**src/rtl/bram2_port_arbiter.sv**
```systemverilog
`default_nettype none
// ============================================================================
//  Module   : bram2_port_arbiter
//  Purpose  : Shares one port of a dual-ported BRAM between NUM_REQ
//             requesters. A round-robin arbiter grants at most one read or
//             write per cycle. The granted request drives the BRAM port, and
//             each read's data is routed back to the requester that issued it.
//  Ports    : clk, rst_n          - clock (shared with BRAM), async active-low reset
//             req_valid/req_we    - per-requester valid and write(1)/read(0)
//             req_addr/req_data   - packed per-requester address / write data
//             req_ready           - one-hot grant (combinational)
//             rsp_valid/rsp_data  - one-hot read strobe and shared read data
//             bram_en/we/addr/di  - BRAM port drive (combinational)
//             bram_do             - BRAM port read data
//  Revision : 1.0  initial release
// ============================================================================
module bram2_port_arbiter #(
   parameter int NUM_REQ    = 4,
   parameter int ADDR_WIDTH = 10,
   parameter int DATA_WIDTH = 32,
   parameter int PIPELINED  = 0
) (
   input  logic                           clk,
   input  logic                           rst_n,
   input  logic [NUM_REQ-1:0]             req_valid,
   input  logic [NUM_REQ-1:0]             req_we,
   input  logic [NUM_REQ*ADDR_WIDTH-1:0]  req_addr,
   input  logic [NUM_REQ*DATA_WIDTH-1:0]  req_data,
   output logic [NUM_REQ-1:0]             req_ready,
   output logic [NUM_REQ-1:0]             rsp_valid,
   output logic [DATA_WIDTH-1:0]          rsp_data,
   output logic                           bram_en,
   output logic                           bram_we,
   output logic [ADDR_WIDTH-1:0]          bram_addr,
   output logic [DATA_WIDTH-1:0]          bram_di,
   input  logic [DATA_WIDTH-1:0]          bram_do
);

   localparam int              IDX_W     = $clog2(NUM_REQ);
   localparam int              LAT       = PIPELINED + 1;
   localparam logic [IDX_W:0]  NUM_REQ_W = (IDX_W+1)'(NUM_REQ);
   localparam logic [IDX_W-1:0] LAST_IDX = IDX_W'(NUM_REQ - 1);

   logic [IDX_W-1:0]            prio_q, prio_d;
   logic                        grant_any;
   logic [IDX_W-1:0]            grant_idx;
   logic [IDX_W:0]              cand;

   // Read-tag pipeline: one stage per cycle of BRAM read latency.
   logic [LAT-1:0]              tag_vld_q, tag_vld_d;
   logic [LAT-1:0][IDX_W-1:0]   tag_idx_q, tag_idx_d;

   // Round-robin search starting at prio_q. The candidate is computed one bit
   // wider than an index so the modulo wrap works for any NUM_REQ.
   always_comb begin
      grant_any = 1'b0;
      grant_idx = '0;
      cand      = '0;
      for (int k = 0; k < NUM_REQ; k++) begin
         cand = {1'b0, prio_q} + (IDX_W+1)'(k);
         if (cand >= NUM_REQ_W) begin
            cand = cand - NUM_REQ_W;
         end
         if (!grant_any && req_valid[cand[IDX_W-1:0]]) begin
            grant_any = 1'b1;
            grant_idx = cand[IDX_W-1:0];
         end
      end
   end

   // BRAM drive: mux the granted requester's slice, all zero when idle.
   always_comb begin
      req_ready = '0;
      bram_en   = grant_any;
      bram_we   = 1'b0;
      bram_addr = '0;
      bram_di   = '0;
      for (int i = 0; i < NUM_REQ; i++) begin
         if (grant_any && (grant_idx == IDX_W'(i))) begin
            req_ready[i] = 1'b1;
            bram_we      = req_we[i];
            bram_addr    = req_addr[i*ADDR_WIDTH +: ADDR_WIDTH];
            bram_di      = req_data[i*DATA_WIDTH +: DATA_WIDTH];
         end
      end
   end

   // Next priority: one past the winner, wrapping at NUM_REQ-1.
   always_comb begin
      prio_d = prio_q;
      if (grant_any) begin
         prio_d = (grant_idx == LAST_IDX) ? '0 : grant_idx + 1'b1;
      end
   end

   // Stage 0 captures read grants; later stages shift unconditionally, so
   // responses leave in grant order with a fixed LAT-cycle lag.
   always_comb begin
      tag_vld_d    = '0;
      tag_idx_d    = '0;
      tag_vld_d[0] = bram_en & ~bram_we;
      tag_idx_d[0] = grant_idx;
      for (int s = 1; s < LAT; s++) begin
         tag_vld_d[s] = tag_vld_q[s-1];
         tag_idx_d[s] = tag_idx_q[s-1];
      end
   end

   always_ff @(posedge clk or negedge rst_n) begin
      if (!rst_n) begin
         prio_q    <= '0;
         tag_vld_q <= '0;
         tag_idx_q <= '0;
      end else begin
         prio_q    <= prio_d;
         tag_vld_q <= tag_vld_d;
         tag_idx_q <= tag_idx_d;
      end
   end

   // Response decode from the final tag stage; data is gated so it reads
   // zero whenever no response is being delivered.
   always_comb begin
      rsp_valid = '0;
      rsp_data  = '0;
      if (tag_vld_q[LAT-1]) begin
         rsp_valid = NUM_REQ'(1) << tag_idx_q[LAT-1];
         rsp_data  = bram_do;
      end
   end

endmodule
`default_nettype wire

```
**config.mk**
```make
export PLATFORM = sky130hd
export DESIGN_NAME = bram2_port_arbiter
export DESIGN_NICKNAME = d
export VERILOG_FILES = /design/src/rtl/bram2_port_arbiter.sv
export SDC_FILE = /design/constraint.sdc
export NUM_CORES = 1
export LEC_CHECK = 0
export BUFFER_PORTS_ARGS = -buffer_cell sky130_fd_sc_hd__buf_2
export CORE_AREA = 2 2 114 116
export CTS_BUF_LIST = sky130_fd_sc_hd__clkbuf_4
export DETAILED_ROUTE_END_ITERATION = 12
export DIE_AREA = 0 0 116 118
export REMOVE_ABC_BUFFERS = 1
export SLEW_MARGIN = 20
export SYNTH_ARGS = -nofsm -noshare
export SYNTH_HDL_FRONTEND = slang
export SYNTH_SLANG_ARGS = --single-unit
```
**constraint.sdc**
```tcl
create_clock -name clk -period 8.2 [get_ports clk]
set_input_delay 1.64 -clock clk [delete_from_list [all_inputs] [get_ports clk]]
set_output_delay 1.64 -clock clk [all_outputs]
set_load 0.02 [all_outputs]
```
==> results of run 1 <==
==> through the flow <==
step,instance area [sq um],setup slack (ns),hold WS [ns],total power [uW]
global placement,3790,2.11,0.571,1090
global route,3820,1.83,0.629,1220
detailed placement,3790,2.06,0.568,1090
floorplan,2070,1.98,0.533,750
finish,3820,2.08,0.571,1120
CTS,3820,2.05,0.575,1130
==> layout make-up <==
type / instances / area share
Sequential cell: 5 / 0.0327
Tap cell: 172 / 0.0563
Multi-Input combinational cell: 275 / 0.470
Clock buffer: 4 / 0.00785
Inverter: 47 / 0.0461
Timing Repair Buffer: 295 / 0.387
==> routing by layer <==
metal,up-vias,global-route usage,share of wire
li1,1815,-,-
met1,1624,0.162,0.39
met2,218,0.280,0.50
met3,10,0.0252,0.098
met4,0,0.0335,0.019
met5,-,0,0
==> tightest hold or removal path: cells and delay by family, from the launching register on <==
kind | cells | cell delay [ns]
AO/OA/AOI/OAI | 1 | 0.06
buffers and inverters | 1 | 0.08
flip-flops | 1 | 0.39
==> power groups by stage <==
stage	Clock, uW	Sequential (uW)	Combinational, uW
global route	34.9	66.9	1120
global placement	0	63.5	1030
finish	31.8	62.3	1030
CTS	33.5	62.8	1040
floorplan	0	52.4	697
detailed placement	0	63.0	1030
==> how the worst max path moves through the flow <==
| stage | endpoint | start | cells past startpoint |
|---|---|---|---|
| after global placement | bram_addr[9] | req_valid[1] | 10 |
| after global routing | bram_addr[9] | req_valid[1] | 10 |
| after detailed placement | bram_addr[9] | req_valid[1] | 10 |
| final | bram_addr[9] | req_valid[1] | 10 |
| after floorplan | bram_we | req_valid[1] | 6 |
| after CTS | bram_addr[9] | req_valid[1] | 10 |
==> registers in the layout, summed over array words and instances, names as in the netlist <==
signal     cells
tag_idx_q      2
prio_q         2
tag_vld_q      1
==> cell usage in the layout (no fill, tap or decap) <==
| master | instances |
|---|---|
| buf_2 | 293 |
| a21oi_1 | 88 |
| nand2_1 | 47 |
| inv_1 | 46 |
| nand3b_1 | 43 |
| a221o_1 | 43 |
| and2_1 | 36 |
| dfrtp_1 | 5 |
| clkbuf_4 | 4 |
| and3_1 | 2 |
| ha_4 | 2 |
| ha_2 | 2 |
| buf_4 | 2 |
| nor4_4 | 1 |
| inv_2 | 1 |
| mux2_2 | 1 |
| a21boi_0 | 1 |
| or3b_1 | 1 |
| o221ai_1 | 1 |
| a21o_1 | 1 |
| o22ai_1 | 1 |
| and3b_1 | 1 |
| nor2_1 | 1 |
| nor3b_1 | 1 |
| o22a_1 | 1 |
| a21boi_1 | 1 |
==> cells by family (layout without fill, tap and decap cells) <==
kind of cell               Yosys count  in the layout  synth area share
AOI/OAI and AO/OA                  137            137             0.403
buffers and inverters               88            346             0.169
adders and majority gates            4              4            0.0220
and+or+nand+nor                    133            133             0.346
DFF                                  5              5            0.0550
muxes                                1              1           0.00495
==> results.md, run 1 <==
* Status: complete, no violations
* Total routed wirelength at 11200 um
* Starting DRT DRC Count at 114
* Synth cell types at 26
* DRC viols at 0
* Flop-to-flop setup slack at 5.09 ns
* Clock share of power at 0.028
* CTS H-tree lvls at 1
* Syn avg cell area at 6.18 sq um
* Mapped cell area at 2280 sq um
* Die Ht at 118 um
* Dpl hpwl at 8590 um
* Sw Share at 0.586
* Via Count at 3667
* Critical Path AT at 4.48 ns
* PortBufs at 293
* Layout Utilization at 0.308
* Hold Violations, Final at 0
* Root buffer cell: clkbuf_4
* First-pass GRT wire length at 16300 um
* Final setup TNS at 0 ns
* CP max stage cell: ha_2
* Crit path required time at 6.56 ns
* Routed WL per cell at 14.0 um
* Gpl congestion at 0.807
* WS Path Type: input pin to primary output
* Startpoint type of the worst setup path: input pin
* Routed Antenna Nets at 0
* Boundary pin count at 294
* P per Cell Area at 294 nW/um^2
* CTS Buf Count at 3
* Final Max Tran Viols at 0
* Hold_sp: prio_q[0]$_DFFE_PN0P_
* P_leak at 0.00207 uW
* R2r endpoint: tag_vld_q$_DFF_PN0_
* Hold Path Sink: prio_q[0]$_DFFE_PN0P_
* Synth top area share at 0.194
* Worst hold path class: flip-flop to flip-flop
* Layout cell share with drive strength beyond 1 at 0.489
* Clk buf depth at 2
* Gate family responsible for the most delay along the worst path: compound AO/OA/AOI/OAI gates
* Post-CTS Setup Bufs at 0
* Tmin final at 6.12 ns
* Core area at 12400 sq um
* Post-Place Cells at 794
* CP max stage delay at 0.73 ns
* Max Cap Viol at 0
* Site Rows at 41
* Starting Density at 0.183
* Register area at 125 sq um
* P&R area growth vs syn at 68.0%
* Slew @ Worst Pin at 0.970 ns
* Worst clock skew at 0.00125 ns
* Vias in the first global route at 3356
* Hold Path Depth at 2
* CP endpoint kind: primary output
* Total clock sinks at 5
* Predominant post-synthesis flop cell: dfrtp_1
* N_diodes at 0
* Vias/cell at 4.60
* Die outline width at 116 um
* Sequential fraction of design power at 0.055
* Area of the multi-input gates at 1800 sq um
* Initial antenna violation count at 0
* Crit-path cells: buf_2 -> a21boi_0 -> o221ai_1 -> inv_1 -> ha_2 -> buf_4 -> a21oi_1 -> a221o_1 -> a21oi_1 -> buf_2
* Most common cell in the synthesized netlist: a21oi_1
* Clock transition at the registers of the reported paths at 0.04 ns
* Post-Layout Cell Count at 798
* Hold_buf cts at 0
* Worst vdd rail ir drop at 0.0000940 V
* Sequential share of the synthesized area at 0.0550
* Ys async rst share at 1.00
* Final net count at 841
* Worst r2r path cells at 8
* Worst R2R Start: prio_q[1]$_DFFE_PN0P_
* Top cells by count, synth: a21oi_1 (88), nand2_1 (47), inv_1 (46)
* Switch Pwr at 659 uW
* YS warnings at 0
* Clk_lat worst skew at 0.24 ns
* Filler Cells Inserted at 1463
* # setup viols final at 0
* Grt total ovfl at 0
* First-pass iteration count of the detailed router at 4
* CTS tree: done
* CP Buf/Inv Count at 4
* Mapped Cells at 368
* Post-synth EDFFs at 0
* Internal power at 465 uW
* Largest net degree at the start of global routing at 88
* Resize count post-CTS at 0
* Die area at 13700 sq um
* Total track usage at 0.145
* Combinational Power Share at 0.916
* RSZ-0062 raised after global routing: no
* Max Fclk at 0.163 GHz
* Yosys reg bits at 5
* Leading post-synthesis cells by cell area: a21oi_1 (19%), a221o_1 (19%), nand3b_1 (14%), and2_1 (9.9%), nand2_1 (7.8%)
* Leading area contributor after synthesis: a21oi_1
* Slew margin rel. at 0.354
* Final Cycle Share at 0.747
* Worst-path fanout max at 54
No activity file was read; power rests on OpenSTA's default activity.
==> run 2, diff against run 1 <==
--- a/config.mk
+++ b/config.mk
@@ -5,11 +5,12 @@
 export SDC_FILE = /design/constraint.sdc
 export NUM_CORES = 1
 export LEC_CHECK = 0
+export ABC_AREA = 1
 export BUFFER_PORTS_ARGS = -buffer_cell sky130_fd_sc_hd__buf_2
-export CORE_AREA = 2 2 114 116
+export CORE_AREA = 2 2 115 117
 export CTS_BUF_LIST = sky130_fd_sc_hd__clkbuf_4
 export DETAILED_ROUTE_END_ITERATION = 12
-export DIE_AREA = 0 0 116 118
+export DIE_AREA = 0 0 117 119
 export REMOVE_ABC_BUFFERS = 1
 export SLEW_MARGIN = 20
 export SYNTH_ARGS = -nofsm -noshare
==> constraint.sdc (replaced) <==
create_clock -name clk -period 6.2 [get_ports clk]
set_input_delay 1.24 -clock clk [delete_from_list [all_inputs] [get_ports clk]]
set_output_delay 1.24 -clock clk [all_outputs]
set_load 0.02 [all_outputs]
==> run 2 against run 1 <==
  * Worst hold slack improved by 0.16 ns
  * Global-route usage up 1.2 points
  * Flip-flop and latch count unchanged
  * Wire length grew 5.6%
  * Sequential share of layout area down 0.51 points
  * Setup slack got worse by 0.98 ns
  * Final cell count grew 37%
==> results.md, run 2 <==
* Via Count at 4542 (+24%)
* Startpoint type of the worst setup path: input pin
* Total clock sinks at 5 (unchanged)
* RSZ-0062 raised after global routing: no
* R2r endpoint: tag_vld_q$_DFF_PN0_
* CTS H-tree lvls at 1 (unchanged)
* Status: complete, no violations
* Synth top area share at 0.277 (+0.0830)
* Flop-to-flop setup slack at 3.27 ns (-1.82 ns)
* Critical Path AT at 3.86 ns (-0.62 ns)
* Die area at 13900 sq um (+1.7%)
* Top flop regs: prio_q (2), tag_idx_q (2), tag_vld_q (1)
* Crit-path cells: buf_2 -> inv_1 -> nand2_1 -> nand3_1 -> nand2_1 -> nor2_4 -> nand3b_1 -> o311ai_0 -> nand2_1 -> inv_1 -> ha_1 -> nand2_2 -> buf_4 -> o21ai_0 -> inv_1 -> a21oi_1 -> buf_2
* Yosys reg bits at 5 (unchanged)
* Initial antenna violation count at 1 (+1)
* Final setup TNS at 0 ns (unchanged)
* Largest net degree at the start of global routing at 54 (-39%)
* # setup viols final at 0 (unchanged)
* Routed Antenna Nets at 0 (unchanged)
* Core area at 12900 sq um (+3.7%)
* Filler Cells Inserted at 1505 (+2.9%)
* Ys async rst share at 1.00 (unchanged)
* Mapped cell area at 2960 sq um (+30%)
* Leading area contributor after synthesis: inv_1
* Placement Cell Area at 4490 sq um (+18%)
* Final WS setup at 1.10 ns (-0.975 ns)
* Die outline width at 117 um (+0.86%)
* First-pass GRT wire length at 18100 um (+11%)
* Root buffer cell: clkbuf_4
* Max Fclk at 0.196 GHz
* WS Path Type: input pin to primary output
* Final Cycle Share at 0.823
* Grt total ovfl at 0 (unchanged)
* CP endpoint: bram_addr[7]
* P&R area growth vs syn at 52.8%
* Total track usage at 0.157 (+0.0115)
* CP endpoint kind: primary output
* Vias in the first global route at 3971 (+18%)
* Leading post-synthesis cells by cell area: inv_1 (28%), o21ai_0 (14%), nand2_1 (13%), nor2_1 (11%), nand3_1 (8.5%)
* Clk_lat worst skew at 0.24 ns (about the same)
* Dpl hpwl at 9300 um (+8.2%)
* CP max stage cell: nand2_2
* Hold_buf cts at 0 (unchanged)
* Top cells by count, synth: inv_1 (218), nand2_1 (105), nor2_1 (88)
* Gpl congestion at 0.805 (-0.32%)
* Routed WL per cell at 10.8 um (-23%)
* Site Rows at 42 (+2.4%)
* First-pass iteration count of the detailed router at 4 (unchanged)
* YS warnings at 0 (unchanged)
* Max Cap Viol at 0 (unchanged)
* Boundary pin count at 294 (unchanged)
* Most common cell in the synthesized netlist: inv_1
* Crit path launch: req_valid[3]
* Crit path required time at 4.96 ns (-1.60 ns)
* Final net count at 1133 (+35%)
* Starting DRT DRC Count at 155 (+36%)
* Sequential share of the synthesized area at 0.0423 (-0.0127)
* Post-CTS Setup Bufs at 0 (unchanged)
* Layout Utilization at 0.351 (+0.0432)
* Slew @ Worst Pin at 0.931 ns (-0.0381 ns)
* Hold Violations, Final at 0 (unchanged)
* Resize count post-CTS at 0 (unchanged)
* Worst clock skew at 0.000709 ns (-0.000536 ns)
* CTS Buf Count at 3 (unchanged)
* Clock transition at the registers of the reported paths at 0.04 ns (about the same)
* Predominant post-synthesis flop cell: dfrtp_1
* PortBufs at 293 (unchanged)
* Mapped Cells at 656 (+78%)
* Post-synth EDFFs at 0 (unchanged)
* Starting Density at 0.230 (+0.0465)
* Worst R2R Start: prio_q[0]$_DFFE_PN0P_
* Most frequent cells in the layout: buf_2 (293), inv_1 (218), nand2_1 (105)
* CTS tree: done
* Slew margin rel. at 0.379 (+0.0254)
* Worst r2r path cells at 15 (+7)
* Die Ht at 119 um (+0.85%)
* Clk buf depth at 2 (unchanged)
* Syn avg cell area at 4.51 sq um (-27%)
* Commonest non-fill, non-tap cell in the layout: buf_2
* DRC viols at 0 (unchanged)
* CP max stage delay at 0.34 ns (-0.39 ns)
* Worst hold path class: flip-flop to flip-flop
* Tmin final at 5.10 ns
* Total routed wirelength at 11800 um (+5.6%)
* Final Cell Area at 4520 sq um (+18%)
* Hold_sp: prio_q[1]$_DFFE_PN0P_
* Layout cell share with drive strength beyond 1 at 0.340 (-0.149)
* Final Max Tran Viols at 0 (unchanged)
* Worst-path fanout max at 28 (-48%)
* Vias/cell at 4.15 (-9.7%)
* Place WS at 1.11 ns (-0.946 ns)
* Synth cell types at 24 (-7.7%)
run 2: cell count changes in the layout (fill, tap and decap cells not counted), sizes merged, moves of 4 or more:
cell    before  now
inv         47  219
and2        36    1
nor2         1   89
buf        295  299
nand2       47  109
nor3         0    4
nand3        0   51
o21ai        0   86
a221o       43    0
nand3b      43    1
a21oi       88   43
run 2: worst min path at each step:
| stage | endpoint | slack, ns | cells after the start |
|---|---|---|---|
| 3_3_place_gp | prio_q[1]$_DFFE_PN0P_ | 0.74 | 2 |
| 3_5_place_dp | prio_q[1]$_DFFE_PN0P_ | 0.71 | 2 |
| 5_1_grt | prio_q[1]$_DFFE_PN0P_ | 0.76 | 2 |
| 2_1_floorplan | prio_q[1]$_DFFE_PN0P_ | 0.62 | 2 |
| 4_1_cts | prio_q[1]$_DFFE_PN0P_ | 0.72 | 2 |
| 6_report | prio_q[1]$_DFFE_PN0P_ | 0.73 | 2 |
run 2: logic make-up (layout without fill, tap and decap cells):
group           Yosys count  in the layout  synth area share
buf+inv                 260            522             0.356
fa+ha+maj                 4              4            0.0169
simple gates            256            256             0.361
flops                     5              5            0.0423
compound gates          131            131             0.224
other cells               0              1                 0
run 2: final cells by class:
cell class | instances | area, sq um | share of cell area
antenna | 1 | 2.50 | 0.000553
tap | 176 | 220 | 0.0487
multi-input combinational | 391 | 1790 | 0.395
timing repair buffer | 299 | 1540 | 0.340
inverter | 219 | 822 | 0.182
sequential | 5 | 125 | 0.0277
clock buffer | 4 | 30.0 | 0.00664
run 2: critical path, delay by kind of cell:
| kind | cells | cell delay [ns] |
|---|---|---|
| AND/OR/NAND/NOR | 7 | 1.10 |
| buffers and inverters | 6 | 0.86 |
| adder cells (fa/ha/maj) | 1 | 0.20 |
| AO/OA/AOI/OAI | 3 | 0.44 |
run 2: per-layer routing:
layer / track usage / vias to the layer above / share of wire / wire length, um
met5: 0 / - / 0 / 0
met4: 0.0272 / 0 / 0.012 / 145
met3: 0.0224 / 16 / 0.090 / 1060
met2: 0.300 / 214 / 0.49 / 5760
met1: 0.183 / 1886 / 0.41 / 4870
li1: - / 2426 / - / -
run 2: per-stage QoR:
step / hold slack (ns) / cells
after floorplan: 0.625 / 615
after global placement: 0.739 / 1090
after detailed placement: 0.706 / 1090
after CTS: 0.716 / 1094
after global routing: 0.758 / 1094
final: 0.730 / 1095
Power of run 2 is left out: the tool's default activity adds up to more than one toggle a clock period on the data nets, which glitch-free logic cannot reach.
